<file path="config.mk">
export PLATFORM = sky130hd
export DESIGN_NAME = mouse_accum
export DESIGN_NICKNAME = d
export VERILOG_FILES = /design/src/rtl/mouse_pkg.sv /design/src/rtl/mouse_axis.sv /design/src/rtl/mouse_accum.sv
export SDC_FILE = /design/constraint.sdc
export NUM_CORES = 1
export LEC_CHECK = 0
export CORE_ASPECT_RATIO = 1.4
export CORE_MARGIN = 2
export CORE_UTILIZATION = 29
export DETAILED_ROUTE_END_ITERATION = 16
export PLACE_DENSITY = 0.55
export SYNTH_ARGS = -nofsm -noshare
export SYNTH_HDL_FRONTEND = slang
export SYNTH_SLANG_ARGS = --single-unit
</file>
<file path="constraint.sdc">
create_clock -name CLK -period 8.7 [get_ports CLK]
set_input_delay 2.61 -clock CLK [delete_from_list [all_inputs] [get_ports CLK]]
set_output_delay 2.61 -clock CLK [all_outputs]
set_load 0.1 [all_outputs]
</file>
<file path="src/rtl/mouse_pkg.sv">
// Shared types and constants for the mouse conditioning path.
// MOUSE_ACCUM_FRAC_EN adds one fractional accumulator bit.
package mouse_pkg;

`ifdef MOUSE_ACCUM_FRAC_EN
    localparam int unsigned FRAC_BITS = 1;
`else
    localparam int unsigned FRAC_BITS = 0;
`endif

    localparam int unsigned EMIT_SAT        = 255;
    localparam int unsigned DELTA_W         = 9;
    localparam int unsigned ACC_MAX_DEFAULT = 1023;

    typedef enum logic [1:0] {
        SpdX1   = 2'd0,
        SpdX2   = 2'd1,
        SpdX4   = 2'd2,
        SpdHalf = 2'd3
    } speed_e;

    typedef struct packed {
        logic       tog;
        logic [7:0] dy;
        logic [7:0] dx;
        logic [1:0] rsv_hi;
        logic       sy;
        logic       sx;
        logic       rsv_lo;
        logic [2:0] btn;
    } mouse_bus_t;

    // Signed integer range +-acc_max plus the optional fraction bit.
    function automatic int unsigned acc_width(input int unsigned acc_max);
        return $clog2(acc_max + 1) + 1 + FRAC_BITS;
    endfunction

    localparam int unsigned ACC_W = acc_width(ACC_MAX_DEFAULT);

endpackage

</file>
<file path="src/rtl/mouse_axis.sv">
// One motion axis: scales incoming deltas, saturates the accumulator and
// hands out a clamped emission step while keeping the residual.
module mouse_axis
    import mouse_pkg::*;
#(
    parameter int unsigned ACC_MAX = ACC_MAX_DEFAULT
) (
    input  logic               clk_i,
    input  logic               rst_i,
    input  logic [DELTA_W-1:0] delta_i,
    input  logic               stb_i,
    input  speed_e             speed_i,
    input  logic               emit_i,
    output logic [DELTA_W-1:0] e_o,
    output logic               nz_o
);

    localparam int unsigned AccW = acc_width(ACC_MAX);
    localparam int unsigned ScW  = DELTA_W + 2 + FRAC_BITS;
    localparam int unsigned SumW = ((AccW > ScW) ? AccW : ScW) + 2;

    localparam logic signed [SumW-1:0] ESat   = SumW'(EMIT_SAT);
    localparam logic signed [SumW-1:0] AccLim = SumW'(ACC_MAX << FRAC_BITS);

    logic signed [AccW-1:0] acc_q, acc_d;
    logic signed [SumW-1:0] acc_x;
    logic signed [SumW-1:0] dlt_x;
    logic signed [SumW-1:0] scaled;
    logic signed [SumW-1:0] ip;
    logic signed [SumW-1:0] e_x;
    logic signed [SumW-1:0] sum;

    assign acc_x = {{(SumW - AccW){acc_q[AccW-1]}}, acc_q};
    assign dlt_x = {{(SumW - DELTA_W){delta_i[DELTA_W-1]}}, delta_i} <<< FRAC_BITS;

    always_comb begin
        scaled = dlt_x;
        unique case (speed_i)
            SpdX2:   scaled = dlt_x <<< 1;
            SpdX4:   scaled = dlt_x <<< 2;
            SpdHalf: scaled = dlt_x >>> 1;
            default: scaled = dlt_x;
        endcase
    end

`ifdef MOUSE_ACCUM_FRAC_EN
    // Truncate toward zero so a lone half count never reads as motion either way.
    always_comb begin
        ip = acc_x >>> 1;
        if (acc_x[SumW-1] && acc_x[0]) begin
            ip = ip + SumW'(1);
        end
    end
`else
    assign ip = acc_x;
`endif

    always_comb begin
        e_x = ip;
        if (ip > ESat) begin
            e_x = ESat;
        end else if (ip < -ESat) begin
            e_x = -ESat;
        end

        // Emission uses the pre-add value; the new delta lands in the residual.
        sum = acc_x;
        if (emit_i) begin
            sum = sum - (e_x <<< FRAC_BITS);
        end
        if (stb_i) begin
            sum = sum + scaled;
        end
        if (sum > AccLim) begin
            sum = AccLim;
        end else if (sum < -AccLim) begin
            sum = -AccLim;
        end
        acc_d = sum[AccW-1:0];
    end

    always_ff @(posedge clk_i) begin
        if (rst_i) begin
            acc_q <= '0;
        end else begin
            acc_q <= acc_d;
        end
    end

    assign e_o  = e_x[DELTA_W-1:0];
    assign nz_o = (ip != '0);

endmodule

</file>
<file path="src/rtl/mouse_accum.sv">
// Host mouse packet accumulator feeding the port I/O MOUSE bus at a bounded rate.
// Build option: MOUSE_ACCUM_FRAC_EN keeps half counts from the x1/2 speed setting.
module mouse_accum
    import mouse_pkg::*;
#(
    parameter int unsigned EMIT_DIV = 2000,
    parameter int unsigned ACC_MAX  = ACC_MAX_DEFAULT
) (
    input  logic        CLK,
    input  logic        RESET,
    input  logic        CE,
    input  logic [24:0] PS2_MOUSE,
    input  logic [1:0]  SPEED,
    output logic [24:0] MOUSE,
    output logic        PEND
);

    localparam int unsigned TmrW = $clog2(EMIT_DIV);
    localparam logic [TmrW-1:0] TmrLast = TmrW'(EMIT_DIV - 1);

    mouse_bus_t in_bus;
    mouse_bus_t mouse_q, mouse_d;
    logic                stb_q;
    logic [TmrW-1:0]     timer_q, timer_d;
    logic [2:0]          btn_q, btn_d;
    logic                pkt;
    logic                tick_last;
    logic                emit;
    logic [DELTA_W-1:0]  dx, dy;
    logic [DELTA_W-1:0]  ex, ey;
    logic                nz_x, nz_y;
    speed_e              spd;
    logic                unused_rsv;

    assign in_bus     = mouse_bus_t'(PS2_MOUSE);
    assign unused_rsv = ^{in_bus.rsv_hi, in_bus.rsv_lo};
    assign pkt        = in_bus.tog ^ stb_q;
    assign dx         = {in_bus.sx, in_bus.dx};
    assign dy         = {in_bus.sy, in_bus.dy};
    assign spd        = speed_e'(SPEED);

    mouse_axis #(
        .ACC_MAX (ACC_MAX)
    ) u_axis_x (
        .clk_i   (CLK),
        .rst_i   (RESET),
        .delta_i (dx),
        .stb_i   (pkt),
        .speed_i (spd),
        .emit_i  (emit),
        .e_o     (ex),
        .nz_o    (nz_x)
    );

    mouse_axis #(
        .ACC_MAX (ACC_MAX)
    ) u_axis_y (
        .clk_i   (CLK),
        .rst_i   (RESET),
        .delta_i (dy),
        .stb_i   (pkt),
        .speed_i (spd),
        .emit_i  (emit),
        .e_o     (ey),
        .nz_o    (nz_y)
    );

    assign tick_last = CE && (timer_q == TmrLast);
    assign emit      = tick_last && (nz_x || nz_y || (btn_q != mouse_q.btn));

    always_comb begin
        timer_d = timer_q;
        if (CE) begin
            timer_d = tick_last ? '0 : timer_q + TmrW'(1);
        end

        btn_d = pkt ? in_bus.btn : btn_q;

        mouse_d = mouse_q;
        if (emit) begin
            mouse_d.tog    = ~mouse_q.tog;
            mouse_d.dy     = ey[7:0];
            mouse_d.dx     = ex[7:0];
            mouse_d.rsv_hi = 2'b00;
            mouse_d.sy     = ey[8];
            mouse_d.sx     = ex[8];
            mouse_d.rsv_lo = 1'b0;
            mouse_d.btn    = btn_q;
        end
    end

    // The strobe follows the input even in reset so no phantom packet appears afterwards.
    always_ff @(posedge CLK) begin
        stb_q <= in_bus.tog;
        if (RESET) begin
            timer_q <= '0;
            btn_q   <= '0;
            mouse_q <= '0;
        end else begin
            timer_q <= timer_d;
            btn_q   <= btn_d;
            mouse_q <= mouse_d;
        end
    end

    assign MOUSE = mouse_q;
    assign PEND  = nz_x | nz_y;

endmodule

</file>
# --- Word-level counts from Yosys, hierarchy flattened ---
# Index checks and enable logic that the tools add are counted.
op_classes:
  magnitude_cmp: 8
  n_reduce_logical: 8
  n_mux: 15
  n_bitwise: 3
  n_eq_ne: 5
  n_addsub: 5
op_table:
  columns: ["op", "n"]
  rows:
  - ["2-to-1 mux 13 bit", 8]
  - ["one-hot mux 10 bit (3 select lines)", 2]
  - ["2-to-1 mux 11 bit", 3]
  - ["adder 13 x 11 -> 13 bit", 2]
  - ["> comparator 13 x 11 -> 1 bit (second input constant)", 2]
  - ["< comparator 13 x 11 -> 1 bit (second input constant)", 2]
  - ["nonzero test 13 bit", 2]
  - ["subtractor 11 x 13 -> 13 bit", 2]
  - ["> comparator 11 x 9 -> 1 bit (second input constant)", 2]
  - ["< comparator 11 x 9 -> 1 bit (second input constant)", 2]
  - ["2-to-1 mux 10 bit", 2]
  - ["adder 11 x 1 -> 11 bit (second input constant)", 1]
  - ["equality test 11 bit (second input constant)", 1]
  - ["equality test 2 bit (second input constant)", 2]
  - ["OR reduction 2 bit", 2]
  - ["!= test 3 bit", 1]
  - ["equality test 2 x 1 -> 1 bit (second input constant)", 1]
  - ["logical AND 1 bit", 2]
  - ["logical OR 1 bit", 2]
  - ["inverter 1 bit", 1]
  - ["OR 1 bit", 1]
  - ["bitwise XOR 1 bit", 1]
word_totals:
  wordCells: 57
  ff_bits: 59
  output_inout_bits: 26
  input_bits: 30

# --- Longest topological paths before layout ---
# Gate-level depths: netlist of the first run.
depth:
  depth_word: 10
  ltp_mapped: 26

# --- Cells and area by module ---
# A second synthesis of the first run with hierarchy kept.
unflattened:
  cells_unflattened: 784
  hier_area_um2: 6064.6
modules_own_cells:
  columns: ["mod", "seq_area_each_um2", "cells_per_inst", "area_each_um2", "n_inst"]
  rows:
  - ["mouse_axis at u_axis_x", 220.2, 315, 2353.5, 1]
  - ["mouse_axis at u_axis_y", 220.2, 290, 2193.4, 1]
  - ["mouse_accum", 740.7, 179, 1517.7, 1]

# --- Worst setup path before layout of the first run ---
# Ideal clock, no wire load.
synth_timing:
  path_type: "in2reg"
  start: "input port SPEED[0]"
  end: "register u_axis_x.acc_q[3]"
  path_stages: 14
  n_path_buf: 2
  required_time_ps: 8566
  setup_time_ps: 134
  path_slack_ps: 1723
  arrival_time_ps: 6843
  cell_sequence: "buf_1 -> clkbuf_1 -> mux4_2 -> ha_1 -> a21oi_1 -> o22ai_1 -> o41ai_1 -> xor2_1 -> nor2_1 -> xnor2_1 -> or4_1 -> or4_1 -> a22oi_4 -> a211oi_1"
synth_between:
  elab_chain_len: 7
  elab_cells_between_ends: 10
synth_lines:
  columns: ["element", "line_no", "rtl"]
  rows:
  - ["start: declaration", "mouse_accum.sv:13", "input logic [1:0] SPEED,"]
  - ["equality test 2 bit or equality test 2 x 1 -> 1 bit (tied branches)", "mouse_axis.sv:38", "unique case (speed_i)"]
  - ["one-hot mux 10 bit (3 select lines) (*)", "mouse_axis.sv:38", null]
  - ["adder 13 x 11 -> 13 bit (*)", "mouse_axis.sv:72", "sum = sum + scaled;"]
  - ["2-to-1 mux 13 bit (*)", "mouse_axis.sv:71", "if (stb_i) begin"]
  - ["< comparator 13 x 11 -> 1 bit", "mouse_axis.sv:76", "end else if (sum < -AccLim) begin"]
  - ["2-to-1 mux 11 bit", "mouse_axis.sv:76", null]
  - ["2-to-1 mux 10 bit (*)", "mouse_axis.sv:74", "if (sum > AccLim) begin"]
  - ["end signal: assignment", "mouse_axis.sv:84", "acc_q <= '0;"]
  - ["end signal: assignment", "mouse_axis.sv:86", "acc_q <= acc_d;"]
  - ["end: declaration", "mouse_axis.sv:25", "logic signed [AccW-1:0] acc_q, acc_d;"]
# Mark *: on every way between the ends. The rest lies on a longest branch, timed or not.
# A chain may end at the register's enable or synchronous reset.

# --- Worst setup path after layout of the first run ---
layout_timing:
  start: "input port CE"
  end: "register u_axis_x.acc_q[3]"
layout_between:
  elab_chain_len: 8
  elab_cells_between_ends: 9
layout_lines:
  columns: ["element", "line_no", "rtl"]
  rows:
  - ["start: declaration", "mouse_accum.sv:11", "input logic CE,"]
  - ["logical AND 1 bit (*)", "mouse_accum.sv:68", "assign tick_last = CE && (timer_q == TmrLast);"]
  - ["logical AND 1 bit (*)", "mouse_accum.sv:69", "assign emit = tick_last && (nz_x || nz_y || (btn_q != mouse_q.btn));"]
  - ["2-to-1 mux 13 bit (*)", "mouse_axis.sv:68", "if (emit_i) begin"]
  - ["adder 13 x 11 -> 13 bit", "mouse_axis.sv:72", null]
  - ["2-to-1 mux 13 bit (*)", "mouse_axis.sv:71", null]
  - ["< comparator 13 x 11 -> 1 bit", "mouse_axis.sv:76", null]
  - ["2-to-1 mux 11 bit", "mouse_axis.sv:76", null]
  - ["2-to-1 mux 10 bit (*)", "mouse_axis.sv:74", null]
# Marks and branches as above.

==> metrics.md, run 1 <==
| Metric | Value |
|---|---|
| Fin crit share | 82.3% |
| VDD IR max | 119 µV |
| Die height | 172 µm |
| Tot Pwr | 0.00235 W |
| Top cells by area, synth | dfxtp_1 (20%), ha_1 (10%), a21oi_1 (5.0%) |
| RSZ-0062 raised after global routing | false |
| Cts bufs inserted | 9 |
| CTS H-Tree Depth | 3 |
| IO Count | 56 |
| Pre-antenna DRT Iters | 4 |
| Starting Density | 29.4% |
| Area after DPL | 6590 µm² |
| Total number of vias | 5459 |
| Skew final | 8.31 ps |
| Layout cells sized above 1 | 9.94% |
| Post-synth top cells | nor2_1 (68), nand2_1 (64), dfxtp_1 (59) |
| Antenna violations before repair | 0 |
| Worst endpoint required time | 8860 ps |
| Clk sink count | 59 |
| Final Instance Area | 6930 µm² |
| Worst hold path class | register to register |
| Total core area | 19800 µm² |
| Synth Flop Type | dfxtp_1 |
| Layout Utilization | 34.9% |
| # hold bufs at CTS | 0 |
| Total Routing Usage GR | 15.3% |
| DR WL/cell | 15.3 µm |
| Seq/Total Area, Yosys | 20.2% |
| Largest net degree at the start of global routing | 50 |
| Clock Tree Root | clkbuf_16 |
| DP HPWL | 12200 µm |
| Number of global-route vias before repair | 5298 |
| Crit end category | register |
| Synth Register Bits | 59 |
| CP max FO | 17 |
| P_leak | 2.61 nW |
| Fill cell count | 2145 |
| Final setup viols | 0 |
| Period minus WS final | 7160 ps |
| Worst-margin pin slew | 988 ps |
| Synth Cell Area | 5840 µm² |
| Crit path kind | input port to register |
| Crit path launch type | input port |
| Vias/cell | 5.32 |
| Drt initial violations | 270 |
| Count leader, synth | nor2_1 |
| Diode count | 0 |
| Max incr delay on CP | 590 ps |
| Relative max-transition margin | 33.9% |
| IO Port Bufs | 49 |
| Crit path DAT | 7320 ps |
| Post-synth top area cell | dfxtp_1 |
| Max Fclk | 140 MHz |
| Fin nets | 851 |
| Status | complete, no violations |
| Post-synthesis cell type count | 86 |
| WL final | 15700 µm |
| Post-Synthesis Cells | 732 |
| Gr ovfl total | 0 |
| Syn-to-layout area delta | 18.6% |
| CP cell instances | clkdlybuf4s50_1 -> nand4_1 -> or3_1 -> buf_4 -> nor4_1 -> or2_2 -> ha_1 -> nand3_1 -> o22ai_1 -> o41ai_1 -> buf_4 -> xor2_1 -> nor2_1 -> xnor2_1 -> or4_1 -> or4_1 -> a22oi_4 -> a211oi_1 |
| First-pass GRT wire length | 26200 µm |
| Max-slew violation count | 0 |
| CTS-repair resized insts | 0 |
| Post-CTS setup buffer count | 0 |
| Slowest stage cell, crit path | clkdlybuf4s50_1 |
| CTS tree | done |
| Clk pin slew, worst setup/hold paths | 60 ps |
| Final hold violation count | 0 |
| FFs w/ async S/R, synth | 0% |
| Rows | 61 |
| Clk buf depth | 2 |
| Gp weighted congestion | 0.858 |
| MaxCap Viol Count | 0 |
| Yosys top cell area share | 20.2% |
| Die Width | 124 µm |
| Post-synth EDFFs | 0 |
| Worst-Skew Late Latency | 330 ps |
| Syn avg cell area | 7.98 µm² |
| DR DRC count | 0 |
| Pwr dens | 340 nW/µm² |
| Syn. warnings | 0 |
| Final TNS setup | 0 ps |
| Post-detailed-route count of antenna-violating nets | 0 |
| Die area | 21300 µm² |
==> metal layers <==
layer	vias to the layer above	track usage, %	routed length [µm]
li1	2819	-	-
met1	2548	19.7	7430
met2	82	26.4	7560
met3	10	2.51	494
met4	0	4.20	212
met5	-	0	0
==> power by group <==
| part | total [W] | internal, W | switching (W) | leakage [nW] |
|---|---|---|---|---|
| combinational | 0.00157 | 0.000663 | 0.000911 | 1.96 |
| sequential | 0.000372 | 0.000313 | 0.0000582 | 0.482 |
| clock | 0.000408 | 0.000279 | 0.000129 | 0.165 |
==> path summary, 6_finish.rpt <==
kind,start,to,slack [ps],cells after the start
worst min register to register,MOUSE[1]$_SDFFE_PP0P_,MOUSE[1]$_SDFFE_PP0P_,480,2
worst max-delay path,CE,u_axis_x.acc_q[3]$_SDFF_PP0_,1540,18
worst max register to register,u_axis_x.acc_q[2]$_SDFF_PP0_,u_axis_x.acc_q[1]$_SDFF_PP0_,2400,23
worst min-delay path,MOUSE[1]$_SDFFE_PP0P_,MOUSE[1]$_SDFFE_PP0P_,480,2
==> worst max-delay path: cells and delay by family <==
kind            cells  cell delay, ps
simple gates        8            2390
xor+xnor            2             310
compound gates      4             710
fa+ha+maj           1             250
buf+inv             3            1040
==> kinds of logic after synthesis <==
kind of cell	synth area share, %
AND/OR/NAND/NOR	22.1
AO/OA/AOI/OAI	28.3
other	0.0642
XOR/XNOR	5.82
buffers and inverters	4.58
multiplexers	7.49
flip-flops	20.2
adder cells (fa/ha/maj)	11.4
==> placed cells by master, fill, tap and decap left out, drive strengths merged, types with 5 or more instances in the layout <==
cell / n
nor4: 8
a21o: 10
a31oi: 8
a21oi: 60
clkbuf: 9
nor3: 17
nand4: 6
clkdlybuf4s50: 48
dfxtp: 59
nand2: 65
ha: 47
buf: 10
or3: 13
o21ai: 43
o211ai: 14
xor2: 16
inv: 28
and2: 8
o22ai: 9
a211oi: 34
mux4: 12
nand3: 20
or4: 5
nor2b: 7
nand2b: 14
o31a: 7
o21a: 15
xnor2: 22
mux2i: 10
nor2: 71
mux2: 6
==> registers in the layout, summed over array words and instances, names as in the netlist <==
register / flops
timer_q: 11
u_axis_y.acc_q: 11
MOUSE: 22
u_axis_x.acc_q: 11
stb_q: 1
btn_q: 3
==> layout make-up <==
class | count | area [µm²] | share of cell area, %
clock buffer | 9 | 225 | 3.25
timing repair buffer | 58 | 553 | 7.98
inverter | 28 | 105 | 1.52
multi-input combinational | 614 | 4430 | 64.0
tap | 252 | 315 | 4.55
sequential | 59 | 1180 | 17.0
clock inverter | 7 | 116 | 1.68
==> metrics by stage <==
stage	hold slack, ps	instances	setup slack [ps]
final	482	1027	1540
after global routing	507	1027	1150
after CTS	483	1027	1500
after detailed placement	477	1011	1200
after global placement	468	1011	1220
after floorplan	458	734	1720
No activity file was read; power rests on OpenSTA's default activity.
==> inputs of run 2 (changes only) <==
--- a/config.mk
+++ b/config.mk
@@ -9,7 +9,7 @@
 export CORE_MARGIN = 2
 export CORE_UTILIZATION = 29
 export DETAILED_ROUTE_END_ITERATION = 16
-export PLACE_DENSITY = 0.55
+export PLACE_DENSITY = 0.57
 export SYNTH_ARGS = -nofsm -noshare
 export SYNTH_HDL_FRONTEND = slang
 export SYNTH_SLANG_ARGS = --single-unit
==> constraint.sdc (replaced) <==
create_clock -name CLK -period 6.1 [get_ports CLK]
set_input_delay 1.83 -clock CLK [delete_from_list [all_inputs] [get_ports CLK]]
set_output_delay 1.83 -clock CLK [all_outputs]
set_load 0.1 [all_outputs]
==> run 2 against run 1 <==
Compared with the run above: sequential share of layout area fell by 1.3 points; critical path depth unchanged; non-clock buffer count is 67 higher; sequential power up 44%.
==> metrics.md, run 2 (synthesis gave the netlist of run 1 again) <==
| Metric | Value |
|---|---|
| Status | complete, no violations (unchanged) |
| Period minus WS final | 5900 ps |
| Die area | 21300 µm² (unchanged) |
| Crit path launch type | input port (unchanged) |
| Clk buf depth | 2 (unchanged) |
| CTS tree | done (unchanged) |
| Diode count | 0 (unchanged) |
| Drt initial violations | 274 (was 270) |
| VDD IR max | 179 µV (was 119 µV) |
| Max Fclk | 169 MHz |
| Total core area | 19800 µm² (unchanged) |
| Endpoint, Worst Hold | MOUSE[1]$_SDFFE_PP0P_ (unchanged) |
| # hold bufs at CTS | 0 (unchanged) |
| Gp weighted congestion | 0.843 (was 0.858) |
| DR DRC count | 0 (unchanged) |
| R2R Path Start | u_axis_x.acc_q[2]$_SDFF_PP0_ (unchanged) |
| Crit end category | register (unchanged) |
| Crit path kind | input port to register (unchanged) |
| Worst hold path class | register to register (unchanged) |
| Worst endpoint required time | 6260 ps (was 8860 ps) |
| Total Routing Usage GR | 15.4% (was 15.3%) |
| Final hold violation count | 0 (unchanged) |
| DR WL/cell | 14.5 µm (was 15.3 µm) |
| MaxCap Viol Count | 0 (unchanged) |
| Die Width | 124 µm (unchanged) |
| Worst hold stages | 2 (unchanged) |
| Clk pin slew, worst setup/hold paths | 60 ps (about the same) |
| IO Port Bufs | 49 (unchanged) |
| Max reg flops | 22 (unchanged) |
| R2r setup slk | 350 ps (was 2400 ps) |
| First-pass GRT wire length | 26400 µm (was 26200 µm) |
| P_leak | 2.93 nW (was 2.61 nW) |
| Tot Pwr | 0.00360 W (was 0.00235 W) |
| Max-slew violation count | 0 (unchanged) |
| Syn-to-layout area delta | 28.7% (was 18.6%) |
| Largest net degree at the start of global routing | 50 (unchanged) |
| Reg2reg end | u_axis_x.acc_q[1]$_SDFF_PP0_ (unchanged) |
| CTS H-Tree Depth | 3 (unchanged) |
| WL final | 15800 µm (was 15700 µm) |
| Final setup viols | 0 (unchanged) |
| Fin nets | 919 (was 851) |
| Total number of vias | 5668 (was 5459) |
| Post-detailed-route count of antenna-violating nets | 0 (unchanged) |
| Most common cell after layout, fill and taps aside | buf_4 (was nor2_1) |
| Worst-Skew Late Latency | 330 ps (about the same) |
| Cts bufs inserted | 9 (unchanged) |
| HP Start | MOUSE[1]$_SDFFE_PP0P_ (unchanged) |
| Clock Tree Root | clkbuf_16 (unchanged) |
| Pre-antenna DRT Iters | 4 (unchanged) |
| Clk sink count | 59 (unchanged) |
| Fin crit share | 96.8% |
| Worst reg2reg path depth | 24 (was 23) |
| Non-Filler Instances | 1095 (was 1027) |
| Crit path DAT | 6070 ps (was 7320 ps) |
| IO Count | 56 (unchanged) |
| Rows | 61 (unchanged) |
| Gr ovfl total | 0 (unchanged) |
| Relative max-transition margin | 33.9% (about the same) |
| DP HPWL | 12600 µm (was 12200 µm) |
| Inst Count DP | 1077 (was 1011) |
| Antenna violations before repair | 0 (unchanged) |
| CP max FO | 6 (was 17) |
| Vias/cell | 5.18 (was 5.32) |
| Pwr dens | 478 nW/µm² (was 340 nW/µm²) |
| Worst-margin pin slew | 988 ps (about the same) |
| Layout cells sized above 1 | 19.2% (was 9.94%) |
| Die height | 172 µm (unchanged) |
| Skew final | 7.81 ps (was 8.31 ps) |
| Starting Density | 29.4% (unchanged) |
| Most frequent cells in the layout | buf_4 (76), nor2_1 (68), nand2_1 (64) (was nor2_1 (68), nand2_1 (64), dfxtp_1 (59)) |
| Number of global-route vias before repair | 5488 (was 5298) |
run 2: changes by cell type in the layout (fill, tap and decap cells not counted), moves of 3 or more:
cell / change
a21oi_1: -4
buf_4: +67
a211oi_1: -3
a211oi_2: +3
a21oi_2: +4
o21ai_0: -5
o21ai_1: +5
run 2: what timing repair did:
action,4_1_cts,5_1_grt
buffers inserted,0,1
gates cloned,0,1
resized for setup,1,24
pin swaps,0,3
endpoints found under the hold margin,0,0
setup endpoints to repair,6,21
run 2: metal layers:
| layer | vias to the layer above | wire length (µm) | global-route usage (%) |
|---|---|---|---|
| met3 | 23 | 429 | 1.85 |
| met5 | - | 0 | 0 |
| met1 | 2613 | 7420 | 20.0 |
| li1 | 2949 | - | - |
| met4 | 0 | 408 | 5.57 |
| met2 | 83 | 7580 | 25.9 |
run 2: worst max-delay path: stages:
cell and delay, ps:
clkdlybuf4s50_1 480, nand4_1 140, nor3_2 240, nand2_2 150
nand2_1 90, o21ai_0 90, ha_1 230, fa_1 420
a21oi_2 180, o22ai_1 140, o41ai_2 370, xor2_1 180
nor2_1 70, xnor2_1 190, or4_1 510, or4_4 450
a22oi_4 220, a311oi_1 90
run 2: area by class of cell:
cell class	instances	area, µm²
Clock inverter	7	100
Fill cell	2037	12300
Multi-Input combinational cell	615	4540
Inverter	28	105
Sequential cell	59	1180
Clock buffer	9	225
Timing Repair Buffer	125	1060
Tap cell	252	315
run 2: stage by stage:
stage | TNS (ps) | hold slack, ps | utilization [%] | setup slack, ps | area [µm²]
2_1_floorplan | 0 | 458 | - | 94.6 | 5860
3_3_place_gp | -4160 | 474 | 35.7 | -294 | 7090
3_5_place_dp | -4370 | 478 | 35.7 | -366 | 7090
4_1_cts | 0 | 488 | 37.4 | 85.3 | 7420
5_1_grt | -30.4 | 512 | 37.9 | -8.19 | 7520
6_report | 0 | 483 | 37.9 | 196 | 7520
run 2: where the power goes:
group | leakage, nW | total [W] | internal, W | switching, W
registers | 0.482 | 0.000534 | 0.000447 | 0.0000869
clock network | 0.149 | 0.000549 | 0.000360 | 0.000189
logic | 2.30 | 0.00251 | 0.00114 | 0.00137
total | 2.93 | 0.00360 | 0.00195 | 0.00165
run 2: how the worst max path moves through the flow:
stage	from	slack [ps]	to	cells after the start
floorplan	SPEED[0]	90	u_axis_x.acc_q[3]$_SDFF_PP0_	14
global placement	CE	-290	u_axis_x.acc_q[4]$_SDFF_PP0_	17
detailed placement	CE	-370	u_axis_x.acc_q[1]$_SDFF_PP0_	17
CTS	CE	90	u_axis_x.acc_q[1]$_SDFF_PP0_	18
global route	CE	-8	u_axis_x.acc_q[1]$_SDFF_PP0_	18
finish	CE	200	u_axis_x.acc_q[1]$_SDFF_PP0_	18
